File: config.mk
export PLATFORM = sky130hd
export DESIGN_NAME = sdma_sap_dst_walker
export DESIGN_NICKNAME = d
export VERILOG_FILES = /design/src/rtl/sdma_sap_dst_walker.sv
export SDC_FILE = /design/constraint.sdc
export NUM_CORES = 1
export LEC_CHECK = 0
export CORE_UTILIZATION = 58
export CTS_CLUSTER_SIZE = 24
export DETAILED_ROUTE_END_ITERATION = 10
export PLACE_DENSITY = 0.83
export SYNTH_ARGS = -nofsm -noshare
export SYNTH_HDL_FRONTEND = slang
export SYNTH_SLANG_ARGS = --single-unit
File: constraint.sdc
create_clock -name i_clk -period 7.5 [get_ports i_clk]
set_input_delay 1.5 -clock i_clk [delete_from_list [all_inputs] [get_ports i_clk]]
set_output_delay 1.5 -clock i_clk [all_outputs]
set_load 0.02 [all_outputs]
File: src/rtl/sdma_sap_dst_walker.sv
// Destination feature-map walker: emits every (c, x, y) coordinate of the padded,
// zero-inserted destination map on a valid/ready handshake, inner axis fastest.
module sdma_sap_dst_walker #(
    parameter int CNT_W = 16
) (
    input  logic             i_clk,
    input  logic             i_rst,
    input  logic             i_start,
    input  logic             i_paddingen,
    input  logic             i_upsampleen,
    input  logic [2:0]       i_paddingaxisbefore,
    input  logic [CNT_W-1:0] i_padleftx,
    input  logic [CNT_W-1:0] i_padrightx,
    input  logic [CNT_W-1:0] i_padlefty,
    input  logic [CNT_W-1:0] i_padrighty,
    input  logic [CNT_W-1:0] i_izx,
    input  logic [CNT_W-1:0] i_izy,
    input  logic [CNT_W-1:0] i_srcfmsc,
    input  logic [CNT_W-1:0] i_srcfmsx,
    input  logic [CNT_W-1:0] i_srcfmsy,
    output logic [CNT_W-1:0] o_sfmsccnt,
    output logic [CNT_W-1:0] o_sfmsxcnt,
    output logic [CNT_W-1:0] o_sfmsycnt,
    output logic             o_valid,
    input  logic             i_ready,
    output logic             o_last,
    output logic             o_busy,
    output logic             o_done,
    output logic             o_cfg_err
);

    localparam int EW = CNT_W + 2;
    localparam logic [EW-1:0] EXT_MAX = {2'b01, {CNT_W{1'b0}}};
    localparam logic [1:0] AX_C = 2'd0;
    localparam logic [1:0] AX_X = 2'd1;
    localparam logic [1:0] AX_Y = 2'd2;

    typedef enum logic [1:0] {IDLE, CALC, RUN, DONE} state_t;

    state_t           state_q, state_d;
    logic             pe_q, ue_q;
    logic [2:0]       axSel_q;
    logic [CNT_W-1:0] padLx_q, padRx_q, padLy_q, padRy_q, izx_q, izy_q;
    logic [CNT_W-1:0] srcC_q, srcX_q, srcY_q;
    logic [EW-1:0]    extIn_q, extMid_q, extOut_q;
    logic [EW-1:0]    extIn_d, extMid_d, extOut_d;
    logic [CNT_W-1:0] cntIn_q, cntMid_q, cntOut_q;
    logic [CNT_W-1:0] cntIn_d, cntMid_d, cntOut_d;
    logic             cfgErr_q, cfgErr_d;
    logic [1:0]       inAx, midAx, outAx;
    logic [CNT_W-1:0] srcIn, srcMid, srcOut;
    logic             inWrap, midWrap, outWrap, lastBeat, badExt;

    // Role decode: which physical axis plays inner, middle and outer.
    always_comb begin
        inAx  = AX_X;
        midAx = AX_Y;
        outAx = AX_C;
        case (axSel_q)
            3'b111: begin inAx = AX_Y; midAx = AX_X; outAx = AX_C; end
            3'b001: begin inAx = AX_C; midAx = AX_X; outAx = AX_Y; end
            3'b110: begin inAx = AX_X; midAx = AX_C; outAx = AX_Y; end
            3'b010: begin inAx = AX_C; midAx = AX_Y; outAx = AX_X; end
            3'b101: begin inAx = AX_Y; midAx = AX_C; outAx = AX_X; end
            default: begin inAx = AX_X; midAx = AX_Y; outAx = AX_C; end
        endcase
    end

    always_comb begin
        srcIn  = (inAx  == AX_C) ? srcC_q : (inAx  == AX_X) ? srcX_q : srcY_q;
        srcMid = (midAx == AX_C) ? srcC_q : (midAx == AX_X) ? srcX_q : srcY_q;
        srcOut = (outAx == AX_C) ? srcC_q : (outAx == AX_X) ? srcX_q : srcY_q;
        extIn_d  = EW'(srcIn)
                 + (pe_q ? EW'(padLx_q) + EW'(padRx_q) : '0)
                 + ((pe_q && ue_q) ? EW'(izx_q) : '0);
        extMid_d = EW'(srcMid)
                 + (pe_q ? EW'(padLy_q) + EW'(padRy_q) : '0)
                 + ((pe_q && ue_q) ? EW'(izy_q) : '0);
        extOut_d = EW'(srcOut);
        badExt   = (extIn_d == '0) || (extMid_d == '0) || (extOut_d == '0)
                 || (extIn_d > EXT_MAX) || (extMid_d > EXT_MAX) || (extOut_d > EXT_MAX);
    end

    assign inWrap   = ({2'b00, cntIn_q}  == extIn_q  - EW'(1));
    assign midWrap  = ({2'b00, cntMid_q} == extMid_q - EW'(1));
    assign outWrap  = ({2'b00, cntOut_q} == extOut_q - EW'(1));
    assign lastBeat = inWrap && midWrap && outWrap;

    always_comb begin
        state_d  = state_q;
        cntIn_d  = cntIn_q;
        cntMid_d = cntMid_q;
        cntOut_d = cntOut_q;
        cfgErr_d = cfgErr_q;
        case (state_q)
            IDLE: begin
                if (i_start) begin
                    cfgErr_d = 1'b0;
                    state_d  = CALC;
                end
            end
            CALC: begin
                if (badExt) begin
                    cfgErr_d = 1'b1;
                    state_d  = DONE;
                end else begin
                    cntIn_d  = '0;
                    cntMid_d = '0;
                    cntOut_d = '0;
                    state_d  = RUN;
                end
            end
            RUN: begin
                if (i_ready) begin
                    if (lastBeat) state_d = DONE;
                    cntIn_d = inWrap ? '0 : cntIn_q + CNT_W'(1);
                    if (inWrap) begin
                        cntMid_d = midWrap ? '0 : cntMid_q + CNT_W'(1);
                        if (midWrap) cntOut_d = outWrap ? '0 : cntOut_q + CNT_W'(1);
                    end
                end
            end
            default: state_d = IDLE;
        endcase
    end

    always_ff @(posedge i_clk) begin
        if (i_rst) begin
            state_q  <= IDLE;
            cntIn_q  <= '0;
            cntMid_q <= '0;
            cntOut_q <= '0;
            cfgErr_q <= 1'b0;
            extIn_q  <= '0;
            extMid_q <= '0;
            extOut_q <= '0;
        end else begin
            state_q  <= state_d;
            cntIn_q  <= cntIn_d;
            cntMid_q <= cntMid_d;
            cntOut_q <= cntOut_d;
            cfgErr_q <= cfgErr_d;
            if (state_q == CALC) begin
                extIn_q  <= extIn_d;
                extMid_q <= extMid_d;
                extOut_q <= extOut_d;
            end
        end
    end

    // Config is captured only on an accepted start, so it stays frozen for the walk.
    always_ff @(posedge i_clk) begin
        if (i_rst) begin
            pe_q    <= 1'b0;
            ue_q    <= 1'b0;
            axSel_q <= '0;
            padLx_q <= '0;
            padRx_q <= '0;
            padLy_q <= '0;
            padRy_q <= '0;
            izx_q   <= '0;
            izy_q   <= '0;
            srcC_q  <= '0;
            srcX_q  <= '0;
            srcY_q  <= '0;
        end else if (state_q == IDLE && i_start) begin
            pe_q    <= i_paddingen;
            ue_q    <= i_upsampleen;
            axSel_q <= i_paddingaxisbefore;
            padLx_q <= i_padleftx;
            padRx_q <= i_padrightx;
            padLy_q <= i_padlefty;
            padRy_q <= i_padrighty;
            izx_q   <= i_izx;
            izy_q   <= i_izy;
            srcC_q  <= i_srcfmsc;
            srcX_q  <= i_srcfmsx;
            srcY_q  <= i_srcfmsy;
        end
    end

    assign o_valid    = (state_q == RUN);
    assign o_busy     = (state_q != IDLE);
    assign o_done     = (state_q == DONE);
    assign o_last     = o_valid && lastBeat;
    assign o_cfg_err  = cfgErr_q;
    assign o_sfmsccnt = (inAx == AX_C) ? cntIn_q : (midAx == AX_C) ? cntMid_q : cntOut_q;
    assign o_sfmsxcnt = (inAx == AX_X) ? cntIn_q : (midAx == AX_X) ? cntMid_q : cntOut_q;
    assign o_sfmsycnt = (inAx == AX_Y) ? cntIn_q : (midAx == AX_Y) ? cntMid_q : cntOut_q;

endmodule

# After elaboration in Yosys (flattened, before gate mapping)
# Index checks and enable logic that the tools add are counted.
totals:
  register_bits: 252
  output_inout_bits: 53
  elab_cells: 127
classes:
  add_sub_neg: 12
  n_lt_le_gt_ge: 2
  n_eq_ne: 23
  n_mux: 40
  n_reduce_logical: 30
op_table:
  columns: ["operator", "n"]
  rows:
  - ["$mux W16", 24]
  - ["$pmux W16 S2", 3]
  - ["$eq A16 B18 Y1", 3]
  - ["$add A16 B1 Y16 const B", 3]
  - ["$add A16 B17 Y18", 2]
  - ["$add A18 B16 Y18", 2]
  - ["$gt A18 B17 Y1 const B", 2]
  - ["$logic_not A18 Y1", 2]
  - ["$sub A18 B1 Y18 const B", 2]
  - ["$add A16 B16 Y17", 2]
  - ["$mux W17", 2]
  - ["$sub A16 B1 Y17 const B", 1]
  - ["$logic_not A16 Y1", 1]
  - ["$pmux W2 S2", 3]
  - ["$reduce_or A2 Y1", 6]
  - ["$eq A3 B3 Y1 const B", 3]
  - ["$reduce_and A3 Y1", 3]
  - ["$eq A2 B1 Y1 const B", 4]
  - ["$eq A2 B2 Y1 const B", 4]
  - ["$logic_not A2 Y1", 4]
  - ["$ne A2 B1 Y1 const B", 4]
  - ["$mux W2", 3]
  - ["$ne A2 B2 Y1 const B", 3]
  - ["$pmux W2 S3", 1]
  - ["9 further kinds", 20]

# Logic depth before layout (Yosys ltp)
# Gate-level depths: netlist of run 1.
depth:
  ltp_word: 15
  depth_mapped: 30
  depth_no_buf: 27

# Worst setup path after synthesis of run 1
# OpenSTA, ideal clock, no wires.
synth_timing:
  kind: "register -> register"
  from: "register padLx_q[1]"
  to: "register cntIn_q[2]"
  setup_time_ns: 0.117
  t_arrival_ns: 5.501
  setup_slack_ns: 1.881
  path_stages_with_launch: 25
  n_path_buf: 1
  period_less_slack_ns: 5.619
  cell_sequence: "dfxtp_1 > ha_1 > a21o_1 > a21o_1 > nand2_1 > nand2_1 > a21o_1 > a21oi_1 > o21ai_0 > o41ai_1 > o21ai_0 > and4_1 > a2111oi_0 > fa_1 > inv_1 > ha_1 > nand2b_1 > o221a_2 > o311ai_0 > or4_1 > and3b_4 > a31oi_4 > buf_4 > nor2_1 > a32o_1"
synth_via:
  elab_chain_cells: 11
  elab_cells_between_ends: 12
  classes_between: "add/sub: 3; order compare: 1; eq/ne: 1; mux: 1; reduce/logical: 6"
synth_lines:
  columns: ["element", "line", "text"]
  rows:
  - ["from (decl)", "43", "logic [CNT_W-1:0] padLx_q, padRx_q, padLy_q, padRy_q, izx_q, izy_q;"]
  - ["from (signal assigned)", "170", "padLx_q <= i_padleftx;"]
  - ["$add A16 B16 Y17 (*)", "74", "+ (pe_q ? EW'(padLx_q) + EW'(padRx_q) : '0)"]
  - ["$mux W17 (*)", "74", null]
  - ["$add A16 B17 Y18 (*)", "74", null]
  - ["$add A18 B16 Y18 (*)", "75", "+ ((pe_q && ue_q) ? EW'(izx_q) : '0);"]
  - ["parallel branches: the longest is 3 deep, another holds $gt A18 B17 Y1", null, null]
  - ["$logic_or A1 B1 Y1 (*) (2 in a row)", "81", "|| (extIn_d > EXT_MAX) || (extMid_d > EXT_MAX) || (extOut_d > EXT_MAX);"]
  - ["$ne A2 B2 Y1 (no line) (*)", null, null]
  - ["$reduce_and A3 Y1 (no line) (*)", null, null]
  - ["to (signal assigned)", "139", "cntIn_q <= cntIn_d;"]
  - ["to (decl)", "47", "logic [CNT_W-1:0] cntIn_q, cntMid_q, cntOut_q;"]
# Mark *: on every way between the ends.
# A chain may end at the register's enable or synchronous reset.

# Final worst setup path of run 1
layout_timing:
  from: "register padLy_q[1]"
  to: "register cntOut_q[4]"
layout_via:
  elab_chain_cells: 11
  elab_cells_between_ends: 12
  classes_between: "add/sub: 3; order compare: 1; eq/ne: 1; mux: 1; reduce/logical: 6"
layout_lines:
  columns: ["element", "line", "text"]
  rows:
  - ["from (decl)", "43", null]
  - ["from (signal assigned)", "172", "padLy_q <= i_padlefty;"]
  - ["$add A16 B16 Y17 (*)", "77", "+ (pe_q ? EW'(padLy_q) + EW'(padRy_q) : '0)"]
  - ["$mux W17 (*)", "77", null]
  - ["$add A16 B17 Y18 (*)", "77", null]
  - ["$add A18 B16 Y18 (*)", "78", "+ ((pe_q && ue_q) ? EW'(izy_q) : '0);"]
  - ["parallel branches: the longest is 4 deep, another holds $gt A18 B17 Y1", null, null]
  - ["$logic_or A1 B1 Y1 (*)", "81", null]
  - ["$ne A2 B2 Y1 (no line) (*)", null, null]
  - ["$reduce_and A5 Y1 (no line) (*)", null, null]
  - ["to (signal assigned)", "141", "cntOut_q <= cntOut_d;"]
  - ["to (decl)", "47", null]
# Marks and branches as above.

==> results of run 1 <==
## power groups by stage
stage	combinational, mW	sequential [mW]	clock, mW
final	3.44	1.81	1.51
after global routing	3.78	1.83	1.58
after CTS	3.39	1.80	1.52
after detailed placement	3.36	1.83	0
after global placement	3.27	1.82	0
after floorplan	2.61	1.73	0
## kinds of logic after synthesis
logic type / count (synthesis) / synth area share (%)
AND/OR/NAND/NOR: 968 / 25.2
AO/OA/AOI/OAI: 617 / 21.8
buffers and inverters: 296 / 6.56
flip-flops: 252 / 28.3
adder cells (fa/ha/maj): 110 / 9.25
XOR/XNOR: 93 / 4.57
multiplexers: 76 / 4.29
## critical path: cells and delay by family (launching register included)
family | cells | cell delay, ps
AOI/OAI and AO/OA | 13 | 2680
xor gates and xnor gates | 3 | 920
adders and majority gates | 3 | 1170
buffers and inverters | 1 | 50
DFF | 1 | 330
and+or+nand+nor | 6 | 1490
## metal layers
metal  up-vias  GRT usage [%]  share of wire, %
met5         -              0                 0
met4         0           14.9               4.4
met3       157           4.21               7.4
met2       882           55.6                45
met1      8276           44.7                43
li1       8573              -                 -
## state kept, by name, indices dropped and copies added (netlist names), 2 cells and up
signal / count
axSel_q: 3
cntIn_q: 16
cntMid_q: 16
cntOut_q: 16
extIn_q: 18
extMid_q: 18
extOut_q: 16
izx_q: 16
izy_q: 16
padLx_q: 16
padLy_q: 16
padRx_q: 16
padRy_q: 16
srcC_q: 16
srcX_q: 16
srcY_q: 16
state_q: 2
## worst paths after layout
kind	to	slack, ps	cells after the start
min	izx_q[3]$_SDFFE_PP0P_	450	2
max	cntOut_q[4]$_SDFFE_PP0P_	760	26
min reg2reg	izx_q[3]$_SDFFE_PP0P_	450	2
max reg2reg	cntOut_q[4]$_SDFFE_PP0P_	760	26
## cell type report
class | instances | area [sq um]
multi-input combinational | 1864 | 11600
inverter | 119 | 447
sequential | 252 | 5040
clock inverter | 14 | 208
tap | 390 | 488
timing repair buffer | 227 | 2220
clock buffer | 38 | 810
fill | 2456 | 9130
## cell usage after synthesis (all sizes together), types with 22 or more instances
| master | count | area (sq um) |
|---|---|---|
| clkbuf | 144 | 544 |
| a31oi | 22 | 153 |
| xnor2 | 54 | 473 |
| nand4b | 24 | 210 |
| mux2i | 74 | 741 |
| dfxtp | 252 | 5040 |
| and3 | 41 | 257 |
| o211ai | 29 | 218 |
| fa | 36 | 721 |
| o21ai | 91 | 459 |
| ha | 74 | 926 |
| a21o | 22 | 165 |
| o22ai | 38 | 238 |
| xor2 | 39 | 342 |
| nand2 | 486 | 1830 |
| buf | 33 | 178 |
| a21oi | 264 | 1330 |
| nor3 | 42 | 221 |
| nand3 | 50 | 250 |
| nor2 | 181 | 682 |
| inv | 119 | 447 |
## cell usage in the layout (no fill, tap or decap), types with 15 or more instances in the layout
master           instances
nor4_1                  15
and2_1                  15
fa_1                    36
a21o_1                  22
o211ai_1                29
a21oi_1                263
dfxtp_1                252
nor3_1                  41
clkdlybuf4s50_1        204
nor2_1                 180
a211oi_1                18
mux2i_1                 74
a32o_1                  18
inv_1                  119
clkbuf_16               29
o22ai_1                 38
a31oi_1                 21
o31ai_1                 17
nand4_1                 15
nand4b_1                24
xor2_1                  39
o21ai_0                 76
nand2b_1                16
buf_4                   22
xnor2_1                 54
ha_1                    73
o221ai_1                15
nand2_1                482
nand3_1                 50
and3_1                  41
## through the flow
stage | std cells | worst slack (ps) | hold slack (ps)
2_1_floorplan | 2412 | 1880 | 432
3_3_place_gp | 2852 | 1080 | 441
3_5_place_dp | 2852 | 872 | 446
4_1_cts | 2904 | 831 | 454
5_1_grt | 2904 | 311 | 470
6_report | 2904 | 760 | 454
==> out/qor.txt, run 1 <==
Resize count post-CTS - 0
Synth cell types - 90
Register area share after synthesis - 28.3%
Clock buffer count from CTS - 28
Hold_sp - izx_q[3]$_SDFFE_PP0P_
Clock latency on the worst-skew pair - 560 ps
Crit path max fanout - 23
Clock Tree Buf Depth - 3
Critical-path top delay cell - nor3_4
Core Rows - 63
Largest net degree at the start of global routing - 103
Layout area overhead - 16.9%
Width of the die - 177 um
Crit. Startpoint - padLy_q[1]$_SDFFE_PP0P_
Final ANT Viol Nets - 0
Clk sinks - 252
Pleak - 8.43 nW
Slowest stage delay, CP - 660 ps
DP Wirelength - 40.1 mm
Fmax - 148 MHz
Worst slew pin tran - 1140 ps
Core Area - 30,000 sq um
Status - complete, no violations
Worst Setup Start Kind - flop
Vias in the first global route - 16.7k
Most Frequent Cell on Critical Path - a21o_1
Synthesized instance count - 2,412
Mapped Area - 17,800 sq um
CP arrival - 7220 ps
Final setup viols - 0
Final total power - 6.76 mW
Share of layout cells above drive strength 1 - 4.26%
CTS clk-pin slew, worst paths - 60 ps
Starting Density - 59.5%
Slew margin rel. - 24.1%
Drt total wl - 53.9 mm
Drt wl/cell - 18.6 um
RSZ-0062 raised after global routing - false
P per Cell Area - 325 nW/um^2
Crit path required time - 7980 ps
Post-CTS setup buffers - 0
Initial antenna violation count - 0
Hold Crit Class - flop to flop
Drt first pass iters - 6
Final Hold Violating Endpoints - 0
Period utilisation layout - 89.9%
Sw Share - 44.1%
FF-to-FF Start - padLy_q[1]$_SDFFE_PP0P_
Max_cap viols - 0
Io pins - 206
Crit Path Class - flop to flop
Yosys warns - 0
Sequential share of power - 26.8%
Die Span Y - 177 um
N_diodes - 0
Final Cell Area - 20,800 sq um
Fin crit period - 6740 ps
Switching power total - 2.98 mW
Number of remaining DRC errors - 0
GRT Total Usage - 33.9%
Yosys reg bits - 252
Vias/cell - 6.16
DR vias - 17.9k
Ys async rst share - 0%
Pint - 3.78 mW
VDD IR max - 0.000257 V
Syn nets - 2,675
Comb power frac - 50.8%
Htree depth - 1
Clock power share - 22.4%
Post-Syn Area per Cell - 7.38 sq um
Synth Flop Type - dfxtp_1
Post-DP Area - 19,800 sq um
Critical path endpoint category - flop
CTS tree - built
Port bufs - 205
GP Congestion - 0.924
First-pass GRT wire length - 86.1 mm
TNS Setup - 0 ps
Post-synth EDFFs - 0
Die Area - 31,400 sq um
Total grt overflow - 0
Slew Viols, Final - 0
Post-CTS Hold Buffers - 0
Setup Skew - 22.6 ps
Root Buffer - clkbuf_16
1st-iter DRT viols - 1,976
Final core occ - 69.5%
Nets - 2,755
No activity file was read; power rests on OpenSTA's default activity.
==> run 2: changes to the inputs <==
--- a/config.mk
+++ b/config.mk
@@ -5,7 +5,10 @@
 export SDC_FILE = /design/constraint.sdc
 export NUM_CORES = 1
 export LEC_CHECK = 0
+export CAP_MARGIN = 20
+export CORE_MARGIN = 4
 export CORE_UTILIZATION = 58
+export CTS_CLUSTER_DIAMETER = 150
 export CTS_CLUSTER_SIZE = 24
 export DETAILED_ROUTE_END_ITERATION = 10
 export PLACE_DENSITY = 0.83
==> out/qor.txt, run 2 (synthesized netlist as in run 1, its figures left out) <==
Worst slew pin tran - 1020 ps (-119 ps)
Starting Density - 59.5% (unchanged)
Initial antenna violation count - 0 (unchanged)
Post-DP Area - 19,800 sq um (about the same)
Die Span Y - 183 um (+3.4%)
Seq. cell area - 5040 sq um (unchanged)
Layout area overhead - 13.4%
Slew Viols, Final - 0 (unchanged)
Number of remaining DRC errors - 0 (unchanged)
Final Cell Area - 20,200 sq um (-3.0%)
Vias in the first global route - 16.6k (-0.11%)
Core Rows - 63 (unchanged)
CTS clk-pin slew, worst paths - 100 ps (+40 ps)
Status - complete, no violations
Max_cap viols - 0 (unchanged)
Die Area - 33,600 sq um (+6.9%)
Most frequent cells in the layout - 482 x nand2_1, 263 x a21oi_1, 252 x dfxtp_1
Largest net degree at the start of global routing - 116 (+13%)
Worst Setup Start Kind - flop
Largest registers - extIn_q x18, extMid_q x18
Critical path endpoint category - flop
FF-to-FF Start - padLy_q[1]$_SDFFE_PP0P_
Share of layout cells above drive strength 1 - 3.03% (-1.2 points)
Hold Crit Class - flop to flop
Core Area - 30,000 sq um (unchanged)
Crit. Startpoint - padLy_q[1]$_SDFFE_PP0P_
Resize count post-CTS - 0 (unchanged)
Clock latency on the worst-skew pair - 500 ps (-60 ps)
Drt total wl - 53.8 mm (-0.31%)
Worst setup path end - cntOut_q[10]$_SDFFE_PP0P_
Drt wl/cell - 18.8 um (+0.95%)
R2r setup slk - 920 ps (+160 ps)
Clk sinks - 252 (unchanged)
Worst R2R Path Depth - 27 (+3.8%)
Crit path max fanout - 45 (+96%)
Clock buffer count from CTS - 14 (-50%)
VDD IR max - 0.000199 V (-22%)
CP arrival - 6980 ps (-240 ps)
CTS tree - built
Slew margin rel. - 31.8% (+7.8 points)
Io pins - 206 (unchanged)
P per Cell Area - 299 nW/um^2 (-7.8%)
Root Buffer - clkbuf_16
Fill cells - 2,595 (+5.7%)
Drt first pass iters - 7 (+1)
Total grt overflow - 0 (unchanged)
Port bufs - 205 (unchanged)
Post-CTS Hold Buffers - 0 (unchanged)
Final total power - 6.05 mW (-11%)
Htree depth - 1 (unchanged)
TNS Setup - 0 ps (unchanged)
Nets - 2,741 (-0.51%)
Crit Path Class - flop to flop
GP Congestion - 0.971 (+5.1%)
1st-iter DRT viols - 2,022 (+2.3%)
Setup Skew - 21.7 ps (-0.869 ps)
Final Hold Violating Endpoints - 0 (unchanged)
RSZ-0062 raised after global routing - false
Most common cell after layout, fill and taps aside - nand2_1
Post-CTS setup buffers - 0 (unchanged)
DP Wirelength - 40.6 mm (+1.4%)
Vias/cell - 6.17 (+0.21%)
Fmax - 152 MHz (+2.4%)
Final setup viols - 0 (unchanged)
FF-to-FF End - cntOut_q[10]$_SDFFE_PP0P_
Width of the die - 183 um (+3.4%)
Period utilisation layout - 87.8% (-2.1 points)
Pleak - 8.13 nW (-3.6%)
N_diodes - 0 (unchanged)
Final ANT Viol Nets - 0 (unchanged)
Clock Tree Buf Depth - 3 (unchanged)
Fin crit period - 6580 ps (-156 ps)
Crit path required time - 7900 ps (-80 ps)
First-pass GRT wire length - 85.9 mm (-0.28%)
Area occupied by multi-input gates - 11,600 sq um (unchanged)
GRT Total Usage - 30.6% (-3.3 points)
DR vias - 17.7k (-1.0%)
## run 2: critical path: stages, from the launching register on
cell and delay [ps]:
dfxtp_1 340, ha_1 290, a21o_1 170, a21o_1 190, a21oi_1 180, o21bai_1 120, a21o_1 220, nand4_1 110
nand2_1 80, o41ai_1 420, o21ai_0 280, xor2_1 190, nand2_1 100, fa_1 520, inv_1 50, ha_1 350
a21o_1 200, a21o_1 150, a21oi_1 140, a21oi_1 60, xnor2_1 190, nor4b_1 250, nand4bb_1 210, xor2_1 510
a31o_1 230, buf_4 440, o211ai_1 180, a32o_1 300
## run 2: report_power, final
| part | total, mW | switching [mW] | leakage (nW) | internal (mW) |
|---|---|---|---|---|
| Clock | 0.817 | 0.453 | 0.192 | 0.363 |
| Sequential | 1.80 | 0.245 | 2.06 | 1.56 |
| Combinational | 3.43 | 2.14 | 5.88 | 1.29 |
## run 2: how the worst min path moves through the flow
| stage | endpoint | start | slack [ps] | cells after the start |
|---|---|---|---|---|
| after floorplan | izx_q[0]$_SDFFE_PP0P_ | izx_q[0]$_SDFFE_PP0P_ | 430 | 2 |
| after global placement | izx_q[5]$_SDFFE_PP0P_ | izx_q[5]$_SDFFE_PP0P_ | 440 | 2 |
| after detailed placement | izx_q[0]$_SDFFE_PP0P_ | izx_q[0]$_SDFFE_PP0P_ | 450 | 2 |
| after CTS | izx_q[15]$_SDFFE_PP0P_ | izx_q[15]$_SDFFE_PP0P_ | 460 | 2 |
| after global routing | izx_q[0]$_SDFFE_PP0P_ | izx_q[0]$_SDFFE_PP0P_ | 470 | 2 |
| final | izx_q[15]$_SDFFE_PP0P_ | izx_q[15]$_SDFFE_PP0P_ | 460 | 2 |
## run 2: through the flow
step / worst slack (ps) / instances / utilization (%) / hold slack (ps)
6_report: 916 / 2868 / 67.4 / 460
5_1_grt: 399 / 2868 / 67.4 / 466
4_1_cts: 974 / 2867 / 67.4 / 460
3_5_place_dp: 1020 / 2851 / 66.1 / 446
3_3_place_gp: 1210 / 2851 / 66.1 / 440
2_1_floorplan: 1880 / 2412 / - / 432
## run 2: metal layers
metal,routed length [um],up-vias,global-route usage (%),share of wire (%)
met5,0,-,0,0
met4,2670,0,14.1,5.0
met3,4210,150,4.20,7.8
met2,23900,844,48.6,44
met1,23000,8187,41.5,43
li1,-,8523,-,-
## run 2: area by class of cell
class | instances | share of cell area (%)
clock buffer | 15 | 1.86
clock inverter | 1 | 0.0805
inverter | 119 | 2.21
multi-input combinational | 1864 | 57.5
sequential | 252 | 25.0
tap | 390 | 2.42
timing repair buffer | 227 | 11.0
==> run 3: changes to the inputs <==
--- a/config.mk
+++ b/config.mk
@@ -12,6 +12,7 @@
 export CTS_CLUSTER_SIZE = 24
 export DETAILED_ROUTE_END_ITERATION = 10
 export PLACE_DENSITY = 0.83
+export REMOVE_ABC_BUFFERS = 1
 export SYNTH_ARGS = -nofsm -noshare
 export SYNTH_HDL_FRONTEND = slang
 export SYNTH_SLANG_ARGS = --single-unit
==> out/qor.txt, run 3 (synthesized netlist as in run 1, its figures left out) <==
Status - complete, no violations
Final setup viols - 0 (unchanged)
Crit path required time - 7910 ps (about the same)
Most common cell after layout, fill and taps aside - nand2_1
RSZ-0062 raised after global routing - false
DP Wirelength - 38.1 mm (-6.1%)
Pleak - 8.13 nW (about the same)
Htree depth - 1 (unchanged)
Clock buffer count from CTS - 14 (unchanged)
DR vias - 17.6k (-0.64%)
Area occupied by multi-input gates - 11,600 sq um (about the same)
Worst Setup Start Kind - flop
Die Area - 33,600 sq um (unchanged)
Width of the die - 183 um (unchanged)
Fmax - 146 MHz (-3.8%)
Io pins - 206 (unchanged)
Seq. cell area - 5040 sq um (unchanged)
Core Area - 30,000 sq um (unchanged)
Final ANT Viol Nets - 0 (unchanged)
GRT Total Usage - 29.1% (-1.5 points)
Critical-path top delay cell - o41ai_1
Share of layout cells above drive strength 1 - 3.03% (about the same)
Slew Viols, Final - 0 (unchanged)
Die Span Y - 183 um (unchanged)
P per Cell Area - 299 nW/um^2 (-0.24%)
Fin crit period - 6850 ps (+264 ps)
Fill cells - 2,569 (-1.0%)
Clk sinks - 252 (unchanged)
Max_cap viols - 0 (unchanged)
Final total power - 6.04 mW (-0.15%)
Vias in the first global route - 16.4k (-1.4%)
Most Frequent Cell on Critical Path - o21ai_0
Number of remaining DRC errors - 0 (unchanged)
Starting Density - 59.5% (unchanged)
Root Buffer - clkbuf_16
Clock latency on the worst-skew pair - 510 ps (about the same)
N_diodes - 0 (unchanged)
TNS Setup - 0 ps (unchanged)
Most frequent cells in the layout - 482 x nand2_1, 263 x a21oi_1, 252 x dfxtp_1
Vias/cell - 6.14 (-0.60%)
Slowest stage delay, CP - 630 ps (+110 ps)
Clock Tree Buf Depth - 3 (unchanged)
Hold Crit Class - flop to flop
Worst slew pin tran - 1050 ps (+33.6 ps)
Critical path endpoint category - flop
Drt first pass iters - 6 (-1)
Crit path max fanout - 45 (unchanged)
1st-iter DRT viols - 1,612 (-20%)
Drt wl/cell - 18.0 um (-3.9%)
GP Congestion - 0.944 (-2.8%)
Post-CTS setup buffers - 0 (unchanged)
Nets - 2,740 (-0.036%)
Setup Skew - 26.8 ps (+5.09 ps)
Slew margin rel. - 29.6% (-2.2 points)
CTS clk-pin slew, worst paths - 100 ps (about the same)
Drt total wl - 51.7 mm (-3.9%)
CP arrival - 7260 ps (+280 ps)
Resize count post-CTS - 0 (unchanged)
Port bufs - 205 (unchanged)
Crit Path Class - flop to flop
Initial antenna violation count - 0 (unchanged)
Total grt overflow - 0 (unchanged)
CTS tree - built
VDD IR max - 0.000188 V (-5.8%)
Largest registers - extIn_q x18, extMid_q x18
Post-CTS Hold Buffers - 0 (unchanged)
Layout area overhead - 13.5% (about the same)
Largest net degree at the start of global routing - 184 (+59%)
Core Rows - 63 (unchanged)
First-pass GRT wire length - 82.4 mm (-4.1%)
Period utilisation layout - 91.3% (+3.5 points)
Final Hold Violating Endpoints - 0 (unchanged)
run 3: layout make-up:
type / instances / share of cell area [%]
Clock buffer: 15 / 1.86
Multi-Input combinational cell: 1864 / 57.4
Timing Repair Buffer: 226 / 11.1
Inverter: 119 / 2.21
Sequential cell: 252 / 25.0
Tap cell: 390 / 2.41
Clock inverter: 1 / 0.0804
run 3: worst max-delay path, delay by kind of cell, from the launching register on:
kind	cells	cell delay (ps)
buffers and inverters	3	540
adders and majority gates	4	1310
xor gates and xnor gates	2	710
AOI/OAI and AO/OA	12	3100
DFF	1	330
and+or+nand+nor	6	750
run 3: per-stage QoR:
step	worst slack [ps]	std cells	cell area [sq um]	hold slack, ps	util [%]
floorplan	317	2235	17100	426	-
global placement	942	2849	19800	439	66.1
detailed placement	891	2850	19800	448	66.1
CTS	876	2866	20200	462	67.5
global route	298	2867	20200	477	67.5
finish	653	2867	20200	461	67.5
run 3: worst paths after layout:
path              slack [ps]  cells after the start                     from                      end
setup reg to reg         650                     27  padLy_q[0]$_SDFFE_PP0P_  cntIn_q[6]$_SDFFE_PP0P_
hold reg to reg          460                      2    izy_q[7]$_SDFFE_PP0P_    izy_q[7]$_SDFFE_PP0P_
hold / removal           460                      2    izy_q[7]$_SDFFE_PP0P_    izy_q[7]$_SDFFE_PP0P_
setup / recovery         650                     27  padLy_q[0]$_SDFFE_PP0P_  cntIn_q[6]$_SDFFE_PP0P_
run 3: power by group:
part | internal (mW) | switching, mW | leakage (nW) | total [mW]
combinational | 1.30 | 2.11 | 5.88 | 3.41
clock | 0.364 | 0.468 | 0.192 | 0.832
sequential | 1.56 | 0.240 | 2.06 | 1.80
run 3: metal layers:
layer / vias to the layer above / share of wire, % / track usage (%)
li1: 8524 / - / -
met1: 8149 / 45 / 41.4
met2: 795 / 44 / 45.3
met3: 123 / 7.8 / 3.51
met4: 0 / 4.1 / 11.3
met5: - / 0 / 0
